File: src/rtl/fp_add_pkg.sv
// -----------------------------------------------------------------------------
// fp_add_pkg
//   Shared constants, types and helpers for the floating-point adder
//   align-and-add datapath.
//   - GRS_W       : number of guard/round/sticky bits appended below the LSB
//   - MAX_FRAC_W  : widest significand the sticky helper supports
//   - ext_width() : significand width once extended with GRS bits
//   - align_ctl_t : sign/operation control carried with the aligned operands
//   - sticky_shr(): OR of every bit a right shift by 'sh' discards
// -----------------------------------------------------------------------------
package fp_add_pkg;

    localparam int GRS_W      = 3;
    localparam int MAX_FRAC_W = 64;
    localparam int MAX_EXT_W  = MAX_FRAC_W + GRS_W;

    // Control carried alongside the aligned magnitudes into the add stage.
    typedef struct packed {
        logic sign_a;   // sign of A
        logic eb;       // effective sign of B (sign_b ^ symbol)
        logic eff_sub;  // magnitudes are subtracted
    } align_ctl_t;

    function automatic int ext_width(input int frac_w);
        return frac_w + GRS_W;
    endfunction

    // Sticky of a right shift: any 1 among the 'sh' lowest bits of v.
    // A shift wider than v covers every bit, so sticky becomes |v.
    function automatic logic sticky_shr(input logic [MAX_EXT_W-1:0] v,
                                        input logic [31:0]          sh);
        logic s;
        s = 1'b0;
        for (int unsigned i = 0; i < MAX_EXT_W; i++) begin
            if (i < sh) s = s | v[i];
        end
        return s;
    endfunction

endpackage

File: src/rtl/fp_align_shifter.sv
// -----------------------------------------------------------------------------
// fp_align_shifter
//   Combinational barrel right shift used to align the smaller-exponent
//   operand. Reports the OR of every bit shifted out below the LSB.
//   Supports EXT_W <= MAX_EXT_W and shift amounts below 2**32.
//   Ports:
//     value   in  EXT_W  operand, already extended with GRS bits
//     shamt   in  EXP_W  right-shift distance (exponent difference)
//     shifted out EXT_W  value >> shamt (0 once shamt >= EXT_W)
//     sticky  out 1      OR of all discarded bits
// -----------------------------------------------------------------------------
module fp_align_shifter
    import fp_add_pkg::*;
#(
    parameter int EXT_W = 27,
    parameter int EXP_W = 8
) (
    input  logic [EXT_W-1:0] value,
    input  logic [EXP_W-1:0] shamt,
    output logic [EXT_W-1:0] shifted,
    output logic             sticky
);

    assign shifted = value >> shamt;
    assign sticky  = sticky_shr(MAX_EXT_W'(value), 32'(shamt));

endmodule

File: src/rtl/fp_align_add_pipe.sv
// -----------------------------------------------------------------------------
// fp_align_add_pipe
//   Three-stage valid/ready significand align-and-add stage of an IEEE-754
//   adder. S1 aligns the smaller-exponent operand (GRS capture), S2 compares
//   and adds/subtracts magnitudes, S3 registers the unnormalised result.
//   Parameters:
//     FRAC_W  significand width incl. hidden bit (<= 64)
//     EXP_W   width of the exponent-difference input
//     ADDER   0 = ripple-carry, 1 = carry-lookahead (bit-identical results)
//   Ports:
//     clk, rst            clock; asynchronous active-high reset
//     in_valid/in_ready   operand handshake
//     frac_a, frac_b      significands A and B
//     diff_exp            |expA - expB|
//     sign_exp            0: shift B, 1: shift A
//     sign_a, sign_b      operand signs
//     symbol              0: A+B, 1: A-B
//     out_valid/out_ready result handshake
//     out                 magnitude incl. carry-out bit (FRAC_W+1)
//     grs                 guard, round, sticky
//     sign_out            result sign
//     zero                out and grs are all zero
// -----------------------------------------------------------------------------
module fp_align_add_pipe
    import fp_add_pkg::*;
#(
    parameter int FRAC_W = 24,
    parameter int EXP_W  = 8,
    parameter int ADDER  = 0
) (
    input  logic              clk,
    input  logic              rst,
    input  logic              in_valid,
    output logic              in_ready,
    input  logic [FRAC_W-1:0] frac_a,
    input  logic [FRAC_W-1:0] frac_b,
    input  logic [EXP_W-1:0]  diff_exp,
    input  logic              sign_exp,
    input  logic              sign_a,
    input  logic              sign_b,
    input  logic              symbol,
    output logic              out_valid,
    input  logic              out_ready,
    output logic [FRAC_W:0]   out,
    output logic [2:0]        grs,
    output logic              sign_out,
    output logic              zero
);

    localparam int EXT_W = ext_width(FRAC_W);
    localparam int RES_W = EXT_W + 1;

    typedef struct packed {
        logic [EXT_W-1:0] mag_a;
        logic [EXT_W-1:0] mag_b;
        align_ctl_t       ctl;
    } s1_t;

    typedef struct packed {
        logic [RES_W-1:0] result;
        logic             sign;
        logic             zero;
    } s2_t;

    // ---------------------------------------------------------------- handshake
    logic s1_v, s2_v, s3_v;
    logic s1_rdy, s2_rdy, s3_rdy;

    // A stage may load when it is empty or its content moves on this edge.
    assign s3_rdy    = !s3_v || out_ready;
    assign s2_rdy    = !s2_v || s3_rdy;
    assign s1_rdy    = !s1_v || s2_rdy;
    assign in_ready  = s1_rdy;
    assign out_valid = s3_v;

    // ---------------------------------------------------------------- S1 align
    logic [EXT_W-1:0] ext_a, ext_b, to_shift, shifted;
    logic             sticky;
    s1_t              s1_d, s1_q;

    assign ext_a    = {frac_a, {GRS_W{1'b0}}};
    assign ext_b    = {frac_b, {GRS_W{1'b0}}};
    assign to_shift = sign_exp ? ext_a : ext_b;

    fp_align_shifter #(
        .EXT_W (EXT_W),
        .EXP_W (EXP_W)
    ) u_shifter (
        .value   (to_shift),
        .shamt   (diff_exp),
        .shifted (shifted),
        .sticky  (sticky)
    );

    // NOTE: every always_comb output gets a default first, so no path through
    // the block leaves a variable unassigned and no latch is inferred.
    always_comb begin
        logic [EXT_W-1:0] aligned;
        s1_d        = '0;
        aligned     = shifted | EXT_W'(sticky);
        s1_d.mag_a  = sign_exp ? aligned : ext_a;
        s1_d.mag_b  = sign_exp ? ext_b : aligned;
        s1_d.ctl.sign_a  = sign_a;
        s1_d.ctl.eb      = sign_b ^ symbol;
        s1_d.ctl.eff_sub = sign_a ^ (sign_b ^ symbol);
    end

    // ---------------------------------------------------------------- S2 add
    logic             a_ge_b;
    logic [EXT_W-1:0] add_x, add_y, add_sum;
    logic             add_cin, add_cout;
    s2_t              s2_d, s2_q;

    // Subtraction is big + ~small + 1, so the result is never negative.
    always_comb begin
        a_ge_b  = (s1_q.mag_a >= s1_q.mag_b);
        add_x   = s1_q.mag_a;
        add_y   = s1_q.mag_b;
        add_cin = 1'b0;
        if (s1_q.ctl.eff_sub) begin
            add_x   = a_ge_b ? s1_q.mag_a : s1_q.mag_b;
            add_y   = ~(a_ge_b ? s1_q.mag_b : s1_q.mag_a);
            add_cin = 1'b1;
        end
    end

    generate
        if (ADDER == 0) begin : g_ripple
            always_comb begin : chain
                logic c;
                c       = add_cin;
                add_sum = '0;
                for (int i = 0; i < EXT_W; i++) begin
                    add_sum[i] = add_x[i] ^ add_y[i] ^ c;
                    c = (add_x[i] & add_y[i]) | (c & (add_x[i] ^ add_y[i]));
                end
                add_cout = c;
            end
        end else begin : g_lookahead
            localparam int LVL = $clog2(EXT_W);
            // Kogge-Stone prefix: after LVL levels g[i] is the carry out of bit i.
            always_comb begin : prefix
                logic [EXT_W-1:0] p0, g, p, gn, pn;
                p0   = add_x ^ add_y;
                g    = add_x & add_y;
                g[0] = g[0] | (p0[0] & add_cin);
                p    = p0;
                for (int l = 0; l < LVL; l++) begin
                    gn = g;
                    pn = p;
                    for (int i = (1 << l); i < EXT_W; i++) begin
                        gn[i] = g[i] | (p[i] & g[i - (1 << l)]);
                        pn[i] = p[i] & p[i - (1 << l)];
                    end
                    g = gn;
                    p = pn;
                end
                add_sum  = p0 ^ {g[EXT_W-2:0], add_cin};
                add_cout = g[EXT_W-1];
            end
        end
    endgenerate

    always_comb begin
        s2_d        = '0;
        s2_d.result = s1_q.ctl.eff_sub ? {1'b0, add_sum} : {add_cout, add_sum};
        s2_d.zero   = (s2_d.result == '0);
        if (!s1_q.ctl.eff_sub)
            s2_d.sign = s1_q.ctl.sign_a;
        else if (s2_d.zero)
            s2_d.sign = 1'b0;          // exact cancellation gives +0
        else
            s2_d.sign = a_ge_b ? s1_q.ctl.sign_a : s1_q.ctl.eb;
    end

    // ---------------------------------------------------------------- registers
    // NOTE: sequential state uses non-blocking assignments so every register
    // samples pre-edge values regardless of statement order.
    // NOTE: payload registers are reset along with the valids so the outputs
    // read as zero after reset, not just out_valid.
    always_ff @(posedge clk or posedge rst) begin
        if (rst) begin
            s1_v <= 1'b0;
            s1_q <= '0;
            s2_v <= 1'b0;
            s2_q <= '0;
            s3_v <= 1'b0;
            out      <= '0;
            grs      <= '0;
            sign_out <= 1'b0;
            zero     <= 1'b0;
        end else begin
            if (s1_rdy) begin
                s1_v <= in_valid;
                if (in_valid) s1_q <= s1_d;
            end
            if (s2_rdy) begin
                s2_v <= s1_v;
                if (s1_v) s2_q <= s2_d;
            end
            // Output fields only change when S3 loads, so they hold under stall.
            if (s3_rdy) begin
                s3_v <= s2_v;
                if (s2_v) begin
                    out      <= s2_q.result[RES_W-1:GRS_W];
                    grs      <= s2_q.result[GRS_W-1:0];
                    sign_out <= s2_q.sign;
                    zero     <= s2_q.zero;
                end
            end
        end
    end

endmodule

File: config.mk
export PLATFORM = sky130hd
export DESIGN_NAME = fp_align_add_pipe
export DESIGN_NICKNAME = d
export VERILOG_FILES = /design/src/rtl/fp_add_pkg.sv /design/src/rtl/fp_align_shifter.sv /design/src/rtl/fp_align_add_pipe.sv
export SDC_FILE = /design/constraint.sdc
export NUM_CORES = 1
export LEC_CHECK = 0
export CORE_MARGIN = 1
export CORE_UTILIZATION = 30
export CTS_CLUSTER_DIAMETER = 120
export CTS_CLUSTER_SIZE = 14
export DETAILED_ROUTE_END_ITERATION = 6
export GPL_ROUTABILITY_DRIVEN = 0
export PLACE_DENSITY = 0.57
export SYNTH_ARGS = -nofsm -noshare
export SYNTH_HDL_FRONTEND = slang
export SYNTH_SLANG_ARGS = --single-unit
File: constraint.sdc
create_clock -name clk -period 34.8 [get_ports clk]
set_clock_uncertainty 0.15 [all_clocks]
set_input_delay 3.48 -clock clk [delete_from_list [all_inputs] [get_ports clk]]
set_output_delay 3.48 -clock clk [all_outputs]
set_load 0.05 [all_outputs]
==> metrics <==
wire per inst=20.35 µm; R2R cell count=44; synthesized area per cell=9.556 µm²; CTS Hold Bufs=0; Power Dens Cells=just over 60 mW/mm²; post-CTS resize count=0; register bit total from synthesis=120; actual slew at the worst max-slew pin=between 0.9 and 1 ns; Synth area leaders=dfrtp_1 30%, mux2_2 10%, mux2i_1 5.5%; final setup violating endpoints=0; max-slew violations=0; Final Core Density=0.3617; Post-Synthesis Net Count=roughly 1200; Rows=between 60 and 70; status=finished, final reports clean; Setup TNS=0 ns; synth unique cells=83; share of cells above drive strength 1=0.1743; H-tree levels=4; Slew HR=0.3922; synth cell count leaders=120 x dfrtp_1, 89 x mux2_2, 87 x nand2_1; Worst-Skew Late Latency=roughly 0.43 ns; Logic pwr share=0.461; P_leak=0.004708 µW; count leader, synth=dfrtp_1; Overflow after GRT=0; hold-critical path depth=2; Cell Area, Synth=around 0.010 mm²; met1 Usage GRT=0.2811; sequential share of the synthesized area=0.2981; WL final=around 32000 µm; RSZ-0062 raised after global routing=no; delay of the slowest cell on the worst path=0.53 ns; R2R Path End=s2_q[1]; DR iter-0 viols=751; max_cap viols=0; first-pass GRT wire length=49450 µm; CP required=34.94 ns; clock power share=0.253; GR Util met3=0.03008; dominant synthesized flop cell=dfrtp_1; Startpoint Class=register; via count=8974; area occupied by multi-input gates=about 0.0064 mm²; setup bufs post-CTS=0; kind of critical path=register to register; sw power=286.6 µW; Switching Fraction=0.3920; Flop pwr share=0.286; antenna-violating nets left=0; share of the clock period used by the worst path=0.3993; internal power=444.5 µW; Fmax=~0.07 GHz; core area=between 0.03 and 0.04 mm²; Final Net Count=approximately 1200; Crit. End Element=register; Top Ports=96; number of iterations in the first detailed-routing pass=5; HPWL after detailed placement=23510 µm; filler cell count=approximately 3400; Async S/R FF share, synth=1.000; met2 GRT Util=0.2727; number of buffers created by CTS=17; Most Used Layer, Global Route=met1; TritonCTS clock tree=done; Peak VDD IR=41.07 µV; yosys warns=0; TritonCTS Sinks=120; minimum clock period=between 10 and 15 ns; Hold Crit Class=register to register; cell taking the most area after synthesis=dfrtp_1; Final Hold Vio Count=0; crit-path max FO=24; Starting Density=0.3072; Crit path top cell by count=fa_1; # port buffers=95; Longest Clk Path Bufs=2; ant diodes=0; post-route DRC violation count=0; largest net degree at the start of global routing=70; Clock transition at path regs=0.06 ns; chip height=185.2 µm; Hold Path Origin=s2_q[4]; Post-Syn Instances=1054; Post-synth EDFFs=0; WHS Endpoint=s2_q[4]; Clock Tree Root=clkbuf_16; vias per std cell=5.749; initial antenna violation count=0; Yosys top cell area share=0.2981; number of global-route vias before repair=8468; die span in x=185.2 µm; internal reg-to-reg setup slack=20.90 ns; reg2reg start=s1_q[26]; Slowest cell on crit path=nor4_1; die area=between 0.03 and 0.04 mm²; Layout area overhead=17.71%; Reg area=0.003003 mm²; arrival time worst endpoint=14.03 ns; GRT Total Usage=0.1878
## cell type report
type / count / share of cell area
multi-input combinational: 813 / 0.5438
sequential: 120 / 0.2533
timing repair buffer: 112 / 0.09033
tap: 442 / 0.04664
clock buffer: 21 / 0.03799
clock inverter: 11 / 0.01446
inverter: 42 / 0.01351
## per-stage QoR
step           setup slack (ns)  instance area [µm²]  total power, µW  std cells  hold slack, ns
3_3_place_gp              21.21                11230            541.2       1529          0.3193
3_5_place_dp              21.04                11230            546.7       1529          0.3217
2_1_floorplan             22.00                10070            439.0       1054          0.2960
5_1_grt                   20.24                11860            774.7       1561          0.3582
6_report                  20.90                11860            731.1       1561          0.3262
4_1_cts                   20.91                11860            735.5       1561          0.3337
## sequential cells by signal (all words and copies together), names as in the netlist
signal,cells
grs,3
out,25
out_valid,1
s1_q,57
s1_v,1
s2_q,30
s2_v,1
sign_out,1
zero,1
## power groups by stage
stage	Sequential (µW)	Clock (µW)	Combinational [µW]
5_1_grt	215	195	365
4_1_cts	209	189	338
3_5_place_dp	211	0	335
6_report	209	185	337
2_1_floorplan	263	0	176
3_3_place_gp	210	0	332
## critical path, delay by kind of cell (launching register included)
| family | cells | cell delay [ns] |
|---|---|---|
| AO/OA/AOI/OAI | 5 | 1.04 |
| adder cells (fa/ha/maj) | 28 | 10.13 |
| buffers and inverters | 5 | 0.63 |
| flip-flops | 1 | 0.36 |
| AND/OR/NAND/NOR | 6 | 1.41 |
## kinds of logic (layout without fill, tap and decap cells)
| family | count (synthesis) | in the layout | synth area share |
|---|---|---|---|
| buffers and inverters | 121 | 186 | 0.06273 |
| flip-flops | 120 | 120 | 0.2981 |
| AND/OR/NAND/NOR | 304 | 304 | 0.1443 |
| adder cells (fa/ha/maj) | 55 | 55 | 0.08820 |
| XOR/XNOR | 2 | 2 | 0.001739 |
| multiplexers | 174 | 174 | 0.2235 |
| AO/OA/AOI/OAI | 278 | 278 | 0.1814 |
## how the worst max path moves through the flow
| stage | startpoint | end | slack [ns] |
|---|---|---|---|
| floorplan | s1_q[21] | s2_q[1] | 22.00 |
| global placement | s1_q[26] | s2_q[1] | 21.21 |
| detailed placement | s1_q[26] | s2_q[1] | 21.04 |
| CTS | s1_q[26] | s2_q[1] | 20.91 |
| global route | s1_q[25] | s2_q[1] | 20.24 |
| finish | s1_q[26] | s2_q[1] | 20.90 |
## routing by layer
layer  vias up  share of wire  routed length (µm)
met5         -              0                   0
met1      4419           0.48               15230
met2       426           0.42               13410
met4         0          0.021                 681
met3        52          0.077                2443
li1       4077              -                   -
## placed cells by master, fill, tap and decap left out, types with 6 or more instances in the layout
master and n:
a211oi_1 8, a21oi_1 48, a221oi_1 6, a22oi_1 13, a31o_2 23, a31oi_1 21
and3_1 9, buf_4 18, clkbuf_16 17, clkdlybuf4s50_1 93, dfrtp_1 120, fa_1 27
ha_1 27, inv_1 39, mux2_2 89, mux2i_1 55, mux4_1 14, mux4_2 13
nand2_1 86, nand2b_1 9, nand3_1 49, nand4_1 9, nor2_1 76, nor2b_1 8
nor3_1 16, nor4_1 12, o211ai_1 7, o21ai_0 85, o22ai_1 12, o31ai_1 6
or3_1 10
(Power assumes the default switching activity.)
